===== src/rtl/seven_seg_pkg.sv =====
// Shared constants and types for the binary-to-seven-segment feeder.
// Segment patterns are active high, bit 6 = a down to bit 0 = g.
package seven_seg_pkg;

  localparam int unsigned DIGIT_W = 4;
  localparam int unsigned SEG_W   = 7;

  localparam logic [SEG_W-1:0] SEG_0     = 7'b1111110;
  localparam logic [SEG_W-1:0] SEG_1     = 7'b0110000;
  localparam logic [SEG_W-1:0] SEG_2     = 7'b1101101;
  localparam logic [SEG_W-1:0] SEG_3     = 7'b1111001;
  localparam logic [SEG_W-1:0] SEG_4     = 7'b0110011;
  localparam logic [SEG_W-1:0] SEG_5     = 7'b1011011;
  localparam logic [SEG_W-1:0] SEG_6     = 7'b1011111;
  localparam logic [SEG_W-1:0] SEG_7     = 7'b1110000;
  localparam logic [SEG_W-1:0] SEG_8     = 7'b1111111;
  localparam logic [SEG_W-1:0] SEG_9     = 7'b1111011;
  localparam logic [SEG_W-1:0] SEG_BLANK = 7'b0000000;
  localparam logic [SEG_W-1:0] SEG_DASH  = 7'b0000001;

  typedef enum logic [1:0] {
    IDLE,
    SHIFT,
    ENCODE
  } conv_state_t;

endpackage


===== src/rtl/bcd_to_seg7.sv =====
// Combinational BCD digit to seven-segment pattern; non-decimal codes show a dash.
module bcd_to_seg7
  import seven_seg_pkg::*;
(
  input  logic [DIGIT_W-1:0] digit,
  output logic [SEG_W-1:0]   seg
);

  always_comb begin
    seg = SEG_DASH;
    case (digit)
      4'd0:    seg = SEG_0;
      4'd1:    seg = SEG_1;
      4'd2:    seg = SEG_2;
      4'd3:    seg = SEG_3;
      4'd4:    seg = SEG_4;
      4'd5:    seg = SEG_5;
      4'd6:    seg = SEG_6;
      4'd7:    seg = SEG_7;
      4'd8:    seg = SEG_8;
      4'd9:    seg = SEG_9;
      default: seg = SEG_DASH;
    endcase
  end

endmodule


===== src/rtl/seg7_bin2dig_encoder.sv =====
// Loads a binary value, converts it to two BCD digits by double-dabble and
// presents both segment patterns as one registered bus, updated atomically.
module seg7_bin2dig_encoder
  import seven_seg_pkg::*;
#(
  parameter int unsigned VAL_W       = 7,
  parameter bit          BLANK_LZ    = 1'b1,
  parameter bit          SEG_ACT_LOW = 1'b0
) (
  input  logic                 clk,
  input  logic                 rst,
  input  logic [VAL_W-1:0]     value,
  input  logic                 load,
  output logic                 busy,
  output logic                 done,
  output logic                 overflow,
  output logic [2*SEG_W-1:0]   both7seg
);

  localparam int unsigned CNT_W = $clog2(VAL_W + 1);
  localparam int unsigned VEC_W = 2 * DIGIT_W + VAL_W;
  localparam logic [2*SEG_W-1:0] SEG_POL = {(2 * SEG_W){SEG_ACT_LOW}};

  conv_state_t           state_q, state_d;
  logic [VAL_W-1:0]      shreg_q;
  logic [DIGIT_W-1:0]    tens_q, units_q;
  logic [CNT_W-1:0]      cnt_q;
  logic                  ovf_pend_q;
  logic                  done_q;
  logic                  ovf_q;
  logic [2*SEG_W-1:0]    seg_q;

  logic                  ovf_in;
  logic [DIGIT_W-1:0]    tens_adj, units_adj;
  logic [VEC_W-1:0]      shift_vec;
  logic [SEG_W-1:0]      seg_tens, seg_units, seg_upper;
  logic [2*SEG_W-1:0]    seg_next;

  assign ovf_in = (32'(value) > 32'd99);

  // Add-3 correction precedes the shift; the hundreds carry falls off the top.
  assign tens_adj  = (tens_q  >= 4'd5) ? tens_q  + 4'd3 : tens_q;
  assign units_adj = (units_q >= 4'd5) ? units_q + 4'd3 : units_q;
  assign shift_vec = {tens_adj, units_adj, shreg_q} << 1;

  bcd_to_seg7 u_tens_enc (
    .digit (tens_q),
    .seg   (seg_tens)
  );

  bcd_to_seg7 u_units_enc (
    .digit (units_q),
    .seg   (seg_units)
  );

  always_comb begin
    seg_upper = seg_tens;
    if (BLANK_LZ && (tens_q == '0)) begin
      seg_upper = SEG_BLANK;
    end
    seg_next = {seg_upper, seg_units};
    if (ovf_pend_q) begin
      seg_next = {SEG_DASH, SEG_DASH};
    end
    seg_next = seg_next ^ SEG_POL;
  end

  always_comb begin
    state_d = state_q;
    case (state_q)
      IDLE:    if (load) state_d = SHIFT;
      SHIFT:   if (cnt_q == CNT_W'(1)) state_d = ENCODE;
      ENCODE:  state_d = IDLE;
      default: state_d = IDLE;
    endcase
  end

  always_ff @(posedge clk or posedge rst) begin
    if (rst) begin
      state_q    <= IDLE;
      shreg_q    <= '0;
      tens_q     <= '0;
      units_q    <= '0;
      cnt_q      <= '0;
      ovf_pend_q <= 1'b0;
      done_q     <= 1'b0;
      ovf_q      <= 1'b0;
      seg_q      <= SEG_POL;
    end else begin
      state_q <= state_d;
      done_q  <= 1'b0;
      case (state_q)
        IDLE: begin
          if (load) begin
            shreg_q    <= value;
            tens_q     <= '0;
            units_q    <= '0;
            cnt_q      <= CNT_W'(VAL_W);
            ovf_pend_q <= ovf_in;
          end
        end
        SHIFT: begin
          {tens_q, units_q, shreg_q} <= shift_vec;
          cnt_q                      <= cnt_q - 1'b1;
        end
        ENCODE: begin
          seg_q  <= seg_next;
          ovf_q  <= ovf_pend_q;
          done_q <= 1'b1;
        end
        default: ;
      endcase
    end
  end

  assign busy     = (state_q != IDLE);
  assign done     = done_q;
  assign overflow = ovf_q;
  assign both7seg = seg_q;

endmodule


===== config.mk =====
export PLATFORM = sky130hd
export DESIGN_NAME = seg7_bin2dig_encoder
export DESIGN_NICKNAME = d
export VERILOG_FILES = /design/src/rtl/seven_seg_pkg.sv /design/src/rtl/bcd_to_seg7.sv /design/src/rtl/seg7_bin2dig_encoder.sv
export SDC_FILE = /design/constraint.sdc
export NUM_CORES = 1
export LEC_CHECK = 0
export BUFFER_PORTS_ARGS = -buffer_cell sky130_fd_sc_hd__buf_4
export CORE_ASPECT_RATIO = 0.5
export CORE_MARGIN = 2
export CORE_UTILIZATION = 40
export CTS_CLUSTER_SIZE = 40
export DETAILED_ROUTE_END_ITERATION = 6
export PLACE_DENSITY = 0.56
export SKIP_LAST_GASP = 1
export SYNTH_ARGS = -nofsm -noshare
export SYNTH_HDL_FRONTEND = slang
export SYNTH_SLANG_ARGS = --single-unit

===== constraint.sdc =====
create_clock -name clk -period 2.2 [get_ports clk]
set_input_delay 0.44 -clock clk [delete_from_list [all_inputs] [get_ports clk]]
set_output_delay 0.44 -clock clk [all_outputs]
set_load 0.005 [all_outputs]

After elaboration in Yosys (flattened, before gate mapping)
Memories as Yosys holds them, arrays and structs flattened. Cells that the tools add are included.

$add $sub $neg: 3. Multiply operators: 0. Divide/modulo/power cells: 0. $lt $le $gt $ge: 3. Eq/ne operators: 5. Shifts and indexed selects: 0. Mux-type cells: 15. Bitwise gates (word level): 0. Reduce and logical (&&, ||, !) cells: 7.

Operators by type and width (number): case mux 4 bit (2 select lines) (2); 2-to-1 mux 14 bit (1); 2-to-1 mux 7 bit (2); case mux 7 bit (2 select lines) (1); greater-or-equal comparator 4 x 3 -> 1 bit (second input constant) (2); 2-to-1 mux 4 bit (2); greater-than comparator 7 bit (second input constant) (1); 2-to-1 mux 3 bit (2); case mux 3 bit (2 select lines) (1); AND reduction 2 bit (3); adder 4 x 2 -> 4 bit (second input constant) (1); zero test 4 bit (1); 2-to-1 mux 2 bit (2); inequality test 2 bit (second input constant) (2); case mux 2 bit (2 select lines) (1); nonzero test 2 bit (2); adder 3 x 2 -> 3 bit (second input constant) (1); == test 3 x 1 -> 1 bit (second input constant) (1); subtractor 3 x 1 -> 3 bit (second input constant) (1); == test 2 x 1 -> 1 bit (second input constant) (1); == test 2 bit (second input constant) (1); zero test 2 bit (1); 2-to-1 mux 1 bit (1).

Bits in registers: 37. Bits in latches: 0. Memory bits (writable): 0. Memory bits (read-only): 224. Input bits: 10. Output and inout port bits: 17. Word-level logic and storage cells: 44. Memories: 2.

Memory list: (name not given) (depth 16, width 7, rd ports 1, clocked after Yosys merged registers in 0, wr ports 0, line bcd_to_seg7.sv:11) `case (digit)`; (name not given) (depth 16, width 7, rd ports 1, clocked after Yosys merged registers in 0, wr ports 0, line bcd_to_seg7.sv:11).

Logic depth before layout (Yosys ltp)
Depth after elaboration: 3. Depth in mapped cells: 5. Depth with buffers taken out: 5.

Hierarchy
Synthesis repeated with hierarchy kept, for this count alone.

Cell total of the unflattened synthesis: 233. Area total of the unflattened synthesis: 2253.4 um^2.

By module, submodules not included: seg7_bin2dig_encoder (instances 1, cells an instance 175, area an instance 1793.0 um^2, seq. area each 925.9 um^2); bcd_to_seg7 at u_tens_enc (instances 1, cells an instance 29, area an instance 232.7 um^2, seq. area each 0.0 um^2); bcd_to_seg7 at u_units_enc (instances 1, cells an instance 29, area an instance 227.7 um^2, seq. area each 0.0 um^2).

Worst setup path after synthesis
Ideal clock, no wire load.

Kind: flip-flop to flip-flop. From: register units_q[0]. To: register tens_q[0]. Setup time: 0.095 ns. Arrival: 1.232 ns. Data required time: 2.105 ns. Slack: 0.872 ns. Cell stages (with the launch flop): 6. Path buffers: 0. Period minus slack after synthesis: 1.328 ns. Path through: dfrtp_1 -> inv_1 -> ha_1 -> nor2b_1 -> o21a_1 -> o31ai_1.

Longest elaborated chain between the ends: 3. Elaborated cells between the ends (all ways): 4. Those cells by class: 1 x add/sub; 1 x order compare; 2 x mux.

Ends and longest elaborated chain: start, declared (line seg7_bin2dig_encoder.sv:26) `logic [DIGIT_W-1:0] tens_q, units_q;`; start signal, assigned (line seg7_bin2dig_encoder.sv:103) `{tens_q, units_q, shreg_q} <= shift_vec;`; adder 4 x 2 -> 4 bit / greater-or-equal comparator 4 x 3 -> 1 bit (equally long branches) (line seg7_bin2dig_encoder.sv:43) `assign units_adj = (units_q >= 4'd5) ? units_q + 4'd3 : units_q;`; 2-to-1 mux 4 bit * (line seg7_bin2dig_encoder.sv:43); case mux 4 bit (2 select lines) * (line seg7_bin2dig_encoder.sv:92) `case (state_q)`; end signal, assigned (line seg7_bin2dig_encoder.sv:103); end, declared (line seg7_bin2dig_encoder.sv:26).

Every way passes the cells marked *; elsewhere a longest branch is shown, timed or not. A chain may end at the register's enable or synchronous reset.

Worst setup path in the final report
From: register state_q[1]. To: output busy.

Longest elaborated chain between the ends: 1.

Ends and longest elaborated chain: start, declared (line seg7_bin2dig_encoder.sv:24) `conv_state_t state_q, state_d;`; start signal, assigned (line seg7_bin2dig_encoder.sv:90) `state_q <= state_d;`; nonzero test 2 bit (line seg7_bin2dig_encoder.sv:116) `assign busy = (state_q != IDLE);`; end, declared (line seg7_bin2dig_encoder.sv:14) `output logic busy,`.

Every way passes these cells.

==> summary.md <==
| Metric | Value |
|---|---|
| Fin crit share | 80.12% |
| Flop pwr share | 40.7% |
| Critical Path Source Type | flip-flop |
| Status | complete, no violations |
| Clk pwr share | 15.9% |
| Worst Setup SP | state_q[1] |
| Root buffer cell | clkbuf_8 |
| Antenna fix cells | 0 |
| Crit path capture | busy |
| H-Tree Depth | 2 |
| Yosys cell types | 40 |
| CTS Hold Bufs | 0 |
| CTS tree | built |
| Pre-antenna DRT Iters | 4 |
| Reg-to-reg slack, setup | 0.56 ns |
| I/O pin cnt | 27 |
| First-pass GRT wire length | 6872 µm |
| CTS resizes | 0 |
| Reg2Reg Capture Point | overflow |
| Syn avg cell area | 9.626 µm² |
| Die ar. | 5648 µm² |
| Largest net degree at the start of global routing | 38 |
| Setup ws final | 0.4374 ns |
| Critical path endpoint category | output port |
| Worst reg2reg startpoint | state_q[1] |
| Later-pin clock latency in the skew report | 0.28 ns |
| GR Overflow Total | 0 |
| Vias in the first global route | 1394 |
| FF+latch area | 925.9 µm² |
| Worst Path Max Fanout | 17 |
| Post-route DRC | 0 |
| Skew final | 0.001771 ns |
| Clock buffer depth | 2 |
| Initial Utilization | 41.17% |
| Initial antenna violation count | 0 |
| Simple-Gate Fraction of Synth Area | 17.85% |
| Synthesized flop and latch total | 37 |
| Combinational power share | 43.4% |
| Placer congestion estimate | 0.7131 |
| Die W | 104.3 µm |
| Number of fill cells | 485 |
| Max-cap violations | 0 |
| DR vias | 1494 |
| CP Class | reg2out |
| P_leak | 0.001126 µW |
| Total track usage | 15.79% |
| Sw power | 1179 µW |
| Peak supply drop | 0.0003948 V |
| Compound-Gate Fraction of Synth Area | 21.02% |
| Adder-cell share of the synthesized area | 7.463% |
| Post-CTS setup buffer count | 0 |
| Via-to-Cell Ratio | 4.931 |
| RSZ-0062 raised after global routing | false |
| Detailed Route WL | 4010 µm |
| Multiplexer area fraction after synthesis | 1.057% |
| Cell-internal power | 1806 µW |
| Final #Nets | 255 |
| Total power | 2984 µW |
| Ys Warns | 0 |
| Clock Pin Slew Worst Setup and Hold Paths | 0.07 ns |
| Setup Viol. Count Final | 0 |
| Final Hold Vio Count | 0 |
| Layout area overhead | 15.73% |
| Layout cell share with drive strength beyond 1 | 16.74% |
| Cts bufs inserted | 5 |
| Final Cell Area | 2328 µm² |
| Sw Share | 39.49% |
| Post-Syn Instances | 209 |
| Post-synthesis sequential area ratio | 46.02% |
| Slew headroom | 58.92% |
| Die Ht | 54.15 µm |
| Initial DRC count | 64 |
| Worst Tran Pin Value | 0.6162 ns |
| I/O Buffers | 26 |
| DR WL/cell | 13.23 µm |
| Required time of the critical path | 1.76 ns |
| Largest family of logic cells by synthesized area | compound AO/OA/AOI/OAI gates |
| Footprint of the multi-input gates | 962.2 µm² |
| Commonest non-fill, non-tap cells in the layout | 37 x dfrtp_1, 31 x nand2_1, 28 x buf_4, 22 x o21ai_0, 15 x inv_1 |
| Synthesized area | 2012 µm² |
| DP HPWL | 2890 µm |
| Row count | 18 |
| R2R cell count | 2 |
| Placed Area | 2242 µm² |
| Core area | 4887 µm² |
| Final Max Tran Viols | 0 |
| Post-synthesis net count | 231 |
| Setup TNS Final | 0 ns |
| Commonest non-fill, non-tap cell in the layout | dfrtp_1 |
| PD cells | 1282 nW/µm² |
| Fin util | 47.64% |
| # clock sinks | 37 |
| Hold crit path type | in2async |
| Worst slack at placement | 0.5909 ns |
| Worst Path Arrival | 1.32 ns |
| Max Fclk | 567.3 MHz |
| Post-Synth XOR/XNOR Area | 0.4353% |
| Routed Antenna Nets | 0 |
| Final min period | 1.763 ns |
## logic make-up (layout without fill, tap and decap cells)
kind of cell / after synthesis / count (layout)
adder cells (fa/ha/maj): 12 / 12
buffers and inverters: 26 / 50
flip-flops: 37 / 37
AO/OA/AOI/OAI: 64 / 64
XOR/XNOR: 1 / 1
multiplexers: 2 / 2
AND/OR/NAND/NOR: 67 / 67
## power groups by stage
stage | Sequential [µW] | Combinational (µW) | Clock (µW)
2_1_floorplan | 1120 | 989 | 0
3_3_place_gp | 1220 | 1270 | 0
3_5_place_dp | 1220 | 1300 | 0
4_1_cts | 1210 | 1300 | 493
5_1_grt | 1260 | 1480 | 517
6_report | 1210 | 1290 | 476
## registers in the layout (all words and copies together), names as in the netlist
register	flops
shreg_q	7
state_q	2
cnt_q	3
both7seg	14
overflow	1
tens_q	4
done	1
ovf_pend_q	1
units_q	4
## how the worst min path moves through the flow
stage	slack, ns	to	cells past startpoint
after global routing	0.33	shreg_q[0]	3
after detailed placement	0.47	both7seg[6]	2
after floorplan	0.45	shreg_q[1]	2
after CTS	0.28	shreg_q[0]	3
final	0.25	shreg_q[0]	3
after global placement	0.46	shreg_q[5]	2
## worst max-delay path, stage by stage (launching register included)
cell	delay, ns
dfrtp_1	0.56
or2_1	0.33
buf_4	0.14
## Yosys cell counts
cell type | n | area share, %
nor2b_1 | 5 | 1.6
or2_2 | 1 | 0.31
a32o_1 | 1 | 0.50
o21ai_1 | 5 | 1.2
a22oi_1 | 2 | 0.75
mux2i_1 | 1 | 0.50
nor4_1 | 1 | 0.31
a31oi_1 | 2 | 0.62
o21ai_0 | 22 | 5.5
buf_2 | 6 | 1.5
o2bb2ai_1 | 1 | 0.44
mux2_2 | 1 | 0.56
o31ai_1 | 3 | 1.1
o211ai_2 | 1 | 0.62
and2_1 | 1 | 0.31
nand2_1 | 31 | 5.8
o311ai_0 | 1 | 0.44
nand3b_1 | 2 | 0.75
o21a_1 | 2 | 0.75
xnor2_1 | 1 | 0.44
nand2b_1 | 7 | 2.2
or2_1 | 1 | 0.31
buf_4 | 5 | 1.9
nor3b_1 | 1 | 0.37
nor3b_4 | 1 | 0.93
o21bai_4 | 1 | 0.93
a21oi_1 | 9 | 2.2
a22o_1 | 4 | 1.7
nor2_1 | 5 | 0.93
and2b_1 | 1 | 0.37
inv_1 | 15 | 2.8
nor3_1 | 2 | 0.50
o2111ai_1 | 4 | 1.7
ha_1 | 12 | 7.5
and3_1 | 2 | 0.62
o211a_1 | 1 | 0.50
dfrtp_1 | 37 | 46
o211ai_1 | 4 | 1.5
a2bb2oi_1 | 1 | 0.44
and3b_1 | 6 | 2.6
## per-layer routing
layer	routed length, µm	up-vias	track usage [%]
li1	-	776	-
met1	2258	682	22.73
met2	1517	34	23.31
met3	206	2	4.237
met4	27	0	4.730
met5	0	-	0
## cell type report
| class | instances | area share (%) |
|---|---|---|
| multi-input combinational | 146 | 41.32 |
| sequential | 37 | 39.76 |
| timing repair buffer | 28 | 9.027 |
| tap | 70 | 3.761 |
| clock buffer | 7 | 3.708 |
| inverter | 15 | 2.418 |
## through the flow
step | std cells | hold slack (ns)
2_1_floorplan | 209 | 0.4501
4_1_cts | 303 | 0.2830
3_5_place_dp | 296 | 0.4716
6_report | 303 | 0.2529
5_1_grt | 303 | 0.3281
3_3_place_gp | 296 | 0.4619
Power figures use the tool's default switching activity.
